$ cat config.mk
export PLATFORM = sky130hd
export DESIGN_NAME = mem_bus_arbiter
export DESIGN_NICKNAME = d
export VERILOG_FILES = /design/src/rtl/mem_bus_arbiter.sv
export SDC_FILE = /design/constraint.sdc
export NUM_CORES = 1
export LEC_CHECK = 0
export ABC_AREA = 1
export CAP_MARGIN = 15
export CORE_MARGIN = 2
export CORE_UTILIZATION = 45
export DETAILED_ROUTE_END_ITERATION = 6
export GPL_ROUTABILITY_DRIVEN = 0
export MAX_ROUTING_LAYER = met4
export PLACE_DENSITY = 0.81
export SYNTH_ARGS = -nofsm -noshare
export SYNTH_HDL_FRONTEND = slang
export SYNTH_SLANG_ARGS = --single-unit
$ cat constraint.sdc
create_clock -name clk -period 5.8 [get_ports clk]
set_input_delay 0.87 -clock clk [delete_from_list [all_inputs] [get_ports clk]]
set_output_delay 0.87 -clock clk [all_outputs]
set_load 0.01 [all_outputs]
$ cat src/rtl/mem_bus_arbiter.sv
// Two-port arbiter (instruction fetch / data) sharing one memory bus.
// Ports: clk, reset (async, high); fetch port if_req/if_addr -> if_rdata/if_ack;
// data port d_req/d_we/d_addr/d_wdata/d_strb -> d_rdata/d_ack/d_err;
// memory side mem_req/mem_we/mem_addr/mem_wdata/mem_wmask <- mem_rdata/mem_ready;
// busy is high whenever the arbiter is not idle.
module mem_bus_arbiter #(
    parameter int TIMEOUT = 255
) (
    input  logic        clk,
    input  logic        reset,
    input  logic        if_req,
    input  logic [31:0] if_addr,
    output logic [31:0] if_rdata,
    output logic        if_ack,
    input  logic        d_req,
    input  logic        d_we,
    input  logic [31:0] d_addr,
    input  logic [31:0] d_wdata,
    input  logic [2:0]  d_strb,
    output logic [31:0] d_rdata,
    output logic        d_ack,
    output logic        d_err,
    output logic        mem_req,
    output logic        mem_we,
    output logic [31:0] mem_addr,
    output logic [31:0] mem_wdata,
    output logic [3:0]  mem_wmask,
    input  logic [31:0] mem_rdata,
    input  logic        mem_ready,
    output logic        busy
);

    localparam logic [7:0] TMO_LAST = 8'(TIMEOUT - 1);
    localparam logic [31:0] NOP = 32'h0000_0013;

    typedef enum logic [1:0] {IDLE, IF_ACC, D_ACC, DONE} state_t;

    state_t      state, state_nxt;
    logic [31:0] l_addr, l_wdata;
    logic [2:0]  l_strb;
    logic        l_we, l_data;
    logic        pri_data;
    logic        err_q;
    logic [7:0]  tmo_cnt;

    logic        grant_d, grant_if, d_bad, acc, tmo_hit;
    logic [31:0] lane_wdata, ld_val;
    logic [3:0]  lane_mask;
    logic [7:0]  ld_byte;
    logic [15:0] ld_half;

    // Arbitration and request qualification
    always_comb begin
        grant_d  = d_req && (pri_data || !if_req);
        grant_if = if_req && !grant_d;
        d_bad    = 1'b1;
        unique case (d_strb)
            3'b000, 3'b100: d_bad = 1'b0;
            3'b001, 3'b101: d_bad = d_addr[0];
            3'b010:         d_bad = |d_addr[1:0];
            default:        d_bad = 1'b1;
        endcase
        acc     = (state == IF_ACC) || (state == D_ACC);
        // Last permitted wait cycle without mem_ready ends the access
        tmo_hit = acc && !mem_ready && (tmo_cnt == TMO_LAST);
    end

    // State register
    always_ff @(posedge clk or posedge reset) begin
        if (reset) state <= IDLE;
        else       state <= state_nxt;
    end

    // Next-state logic
    always_comb begin
        state_nxt = state;
        unique case (state)
            IDLE: begin
                if (grant_d)       state_nxt = d_bad ? DONE : D_ACC;
                else if (grant_if) state_nxt = IF_ACC;
            end
            IF_ACC, D_ACC: begin
                if (mem_ready || tmo_hit) state_nxt = DONE;
            end
            DONE: state_nxt = IDLE;
        endcase
    end

    // Store lane steering and load extraction from the latched request
    always_comb begin
        lane_wdata = l_wdata;
        lane_mask  = 4'b1111;
        unique case (l_strb[1:0])
            2'b00: begin
                lane_wdata = {4{l_wdata[7:0]}};
                lane_mask  = 4'b0001 << l_addr[1:0];
            end
            2'b01: begin
                lane_wdata = {2{l_wdata[15:0]}};
                lane_mask  = 4'b0011 << l_addr[1:0];
            end
            default: begin
                lane_wdata = l_wdata;
                lane_mask  = 4'b1111;
            end
        endcase
        ld_byte = mem_rdata[{l_addr[1:0], 3'b000} +: 8];
        ld_half = l_addr[1] ? mem_rdata[31:16] : mem_rdata[15:0];
        unique case (l_strb)
            3'b000:  ld_val = {{24{ld_byte[7]}}, ld_byte};
            3'b100:  ld_val = {24'h0, ld_byte};
            3'b001:  ld_val = {{16{ld_half[15]}}, ld_half};
            3'b101:  ld_val = {16'h0, ld_half};
            default: ld_val = mem_rdata;
        endcase
    end

    // Output logic
    always_comb begin
        mem_req   = acc;
        mem_we    = (state == D_ACC) && l_we;
        mem_addr  = {l_addr[31:2], 2'b00};
        mem_wdata = lane_wdata;
        mem_wmask = mem_we ? lane_mask : 4'b0000;
        if_ack    = (state == DONE) && !l_data;
        d_ack     = (state == DONE) && l_data;
        d_err     = d_ack && err_q;
        busy      = (state != IDLE);
    end

    // Request latches, priority pointer, timeout counter, read data
    always_ff @(posedge clk or posedge reset) begin
        if (reset) begin
            l_addr   <= '0;
            l_wdata  <= '0;
            l_strb   <= '0;
            l_we     <= 1'b0;
            l_data   <= 1'b0;
            pri_data <= 1'b1;
            err_q    <= 1'b0;
            tmo_cnt  <= '0;
            if_rdata <= '0;
            d_rdata  <= '0;
        end else begin
            if (state == IDLE && grant_d) begin
                l_addr   <= d_addr;
                l_wdata  <= d_wdata;
                l_strb   <= d_strb;
                l_we     <= d_we;
                l_data   <= 1'b1;
                pri_data <= 1'b0;
                err_q    <= d_bad;
                tmo_cnt  <= '0;
            end else if (state == IDLE && grant_if) begin
                l_addr   <= if_addr;
                l_strb   <= 3'b010;
                l_we     <= 1'b0;
                l_data   <= 1'b0;
                pri_data <= 1'b1;
                err_q    <= 1'b0;
                tmo_cnt  <= '0;
            end
            if (acc) begin
                if (mem_ready) begin
                    if (!l_data)   if_rdata <= mem_rdata;
                    else if (!l_we) d_rdata <= ld_val;
                end else if (tmo_hit) begin
                    err_q <= 1'b1;
                    if (!l_data) if_rdata <= NOP;
                end else begin
                    tmo_cnt <= tmo_cnt + 8'd1;
                end
            end
        end
    end

endmodule

==> qor.csv <==
metric,value,unit
status,"complete, no violations",
Area contributors post-synth,"dfrtp_1 (48%), nand2_1 (19%), buf_4 (4.9%)",
Leak Pwr,5.000,nW
post_cts resized,0,
"Seq/Total Area, Yosys",48.81,%
CTS Root Cell,clkbuf_16,
Syn. warnings,0,
H-tree Lvls,4,
Fin. Hold Viols,0,
CTS max path bufs,2,
Worst setup SP type,flip-flop,
Area Overhead vs Synth,41.45,%
critical path class,flip-flop to output pin,
routed vias,7170,
# setup viols final,0,
CTS tree,done,
Most used DFF post-synth,dfrtp_1,
register bit count reported by yosys,145,
CTS sink cnt,145,
initial antenna violation count,1,
first-pass GRT wire length,35210,um
Avg Inst Size Synth,7.597,um2
Max VDD drop,351.4,uV
Pwr Density,539.3,nW/um2
First-pass DRT Iterations,5,
Rel. slew slack,32.14,%
DP HPWL,16240,um
vias in the first global route,6946,
Critical Path Slowest Stage Cell,clkdlybuf4s50_1,
CP Buf/Inv Count,3,
final slew viol count,0,
Worst setup EP type,output pin,
Synth Instances,979,
Post-CTS Setup Bufs,0,
die width,132.6,um
f_max,294.9,MHz
"Arr. time, crit path",2520,ps
most instantiated cells after synthesis,"nand2_1 (378), dfrtp_1 (144), inv_1 (91)",
Port Buffers,272,
Critical Path RT,4930,ps
Post-synth EDFFs,0,
GR Util met2,41.82,%
Core ar.,16000,um2
DRC viols,0,
Hold WS,470.1,ps
crit-path max FO,18,
share of flip-flops with an asynchronous set or reset,100.0,%
post-cts hold buffer count,0,
Final min period,3391,ps
met1 GRT Util,31.58,%
GR met3 Demand/Resource,7.318,%
total gr overflow,0,
most frequent cell after synthesis,nand2_1,
clock-pin slew on the worst setup and hold paths,60,ps
most used routing layer,met2,
number of distinct library cells after synthesis,36,
Post-DRT Antenna Nets,0,
CTS buffer count,17,
Worst Max-Slew Pin Slew,1017,ps
final critical-path share of the clock period,58.46,%
largest net degree at the start of global routing,108,
routed vias/inst,5.049,
Synth area leader,dfrtp_1,
Tightest Hold Check Type,flip-flop to flip-flop,
Yosys top cell area share,48.45,%
chip height,132.6,um
Total Wirelength,22450,um
crit-path leading delay family,buffers and inverters,
I/O pin total,275,
worst clock skew,9.456,ps
max incr delay on CP,620,ps
drt wl/cell,15.81,um
clk_lat worst skew,420,ps
Overall Global Routing Usage,26.35,%
Initial Util,46.48,%
unrepaired setup endpoints after global routing,false,
setup_tns,0,ps
max cap viols,0,
cell area after synthesis,7437,um2
worst path cell trace,"inv_1, nand2_2, inv_2, o21ai_0, clkdlybuf4s50_1",
initial DRC count,498,
layout cell share with drive strength beyond 1,5.819,%
row count,46,
die area,17570,um2
Layout Nets,1336,
-- state kept, by name, indices dropped and copies added (netlist names) --
register  flops
err_q         1
l_we          1
tmo_cnt       8
pri_data      1
l_addr       32
l_strb        3
state         2
l_data        1
if_rdata     32
d_rdata      32
l_wdata      32
-- worst reg2reg max path: cells and delay by family, from the launching register on --
family                     cells  cell delay [ps]
adders and majority gates      1              420
DFF                            1              400
buffers and inverters          2              120
AOI/OAI and AO/OA              1              430
and+or+nand+nor                3             1010
-- per-layer routing --
layer / up-vias / part of all wire, %
li1: 3459 / -
met1: 3346 / 41
met2: 313 / 48
met3: 52 / 7.3
met4: 0 / 3.3
met5: - / 0
-- layout make-up --
type,count,area [um2]
clock inverters,10,113.9
flip-flops and latches,145,3630
repair buffers,276,2753
diodes,1,2.502
clock buffers,19,442.9
multi-input cells,654,2932
inverters,99,376.6
well taps,216,270.3
fillers,1398,5480
-- metrics by stage --
| step | area, um2 | total power [W] | cells | setup WS (ps) | utilization, % |
|---|---|---|---|---|---|
| 2_1_floorplan | 7441 | 0.003377 | 980 | 1037 | - |
| 3_3_place_gp | 9961 | 0.004553 | 1390 | 2768 | 62.25 |
| 3_5_place_dp | 9961 | 0.004623 | 1390 | 2680 | 62.25 |
| 4_1_cts | 10520 | 0.005705 | 1419 | 2425 | 65.73 |
| 5_1_grt | 10520 | 0.006062 | 1420 | 2308 | 65.75 |
| 6_report | 10520 | 0.005674 | 1420 | 2409 | 65.75 |
-- cell usage in the layout, fill, tap and decap left out, types with 2 or more instances in the layout --
cell type / Yosys / layout
nand4_1: 2 / 2
o211ai_1: 6 / 6
o21ai_1: 5 / 5
nand2_2: 4 / 4
nand3_2: 2 / 2
o21ai_0: 65 / 65
clkdlybuf4s50_1: 0 / 272
bufinv_16: 0 / 2
o221ai_1: 6 / 6
conb_1: 1 / 2
or2_2: 16 / 16
nand3b_1: 2 / 2
a21oi_1: 35 / 35
buf_4: 49 / 4
inv_6: 0 / 2
dfrtp_1: 144 / 144
inv_2: 8 / 8
nor3_1: 7 / 6
nand2_1: 378 / 378
o21bai_1: 2 / 2
clkinv_2: 0 / 3
o22ai_1: 2 / 2
clkinvlp_4: 0 / 4
inv_1: 91 / 90
ha_1: 6 / 6
nor2_1: 40 / 40
clkbuf_16: 0 / 17
nand3_1: 64 / 64
-- power by group --
group	total [W]	internal, W	leakage (nW)	switching (W)
clock network	0.00106	0.000635	0.263	0.000424
logic	0.00283	0.00135	2.95	0.00148
registers	0.00178	0.00149	1.78	0.000296
total	0.00567	0.00347	5.00	0.00220
-- final timing paths --
check,from,endpoint,slack [ps],cells after the start
worst max-delay path,l_strb[0]$_DFFE_PP0P_,mem_wdata[8],2410,5
worst min-delay path,if_rdata[31]$_DFFE_PP0P_,if_rdata[31]$_DFFE_PP0P_,470,2
worst max register to register,state[1]$_DFFE_PP0P_,d_rdata[27]$_DFFE_PP0P_,3300,7
worst min register to register,if_rdata[31]$_DFFE_PP0P_,if_rdata[31]$_DFFE_PP0P_,470,2
max in group asynchronous,reset,l_addr[27]$_DFFE_PP0P_,3600,3
min in group asynchronous,reset,l_addr[3]$_DFFE_PP0P_,1000,2
-- logic make-up (layout without fill, tap and decap cells) --
group,Yosys count,count (layout),synth area share (%)
AND/OR/NAND/NOR,520,520,28.90
buffers and inverters,181,404,11.89
flip-flops,145,145,48.81
AO/OA/AOI/OAI,125,125,9.219
adder cells (fa/ha/maj),6,6,1.009
other,1,3,0.05042
XOR/XNOR,1,1,0.1178
Power figures use the tool's default switching activity.
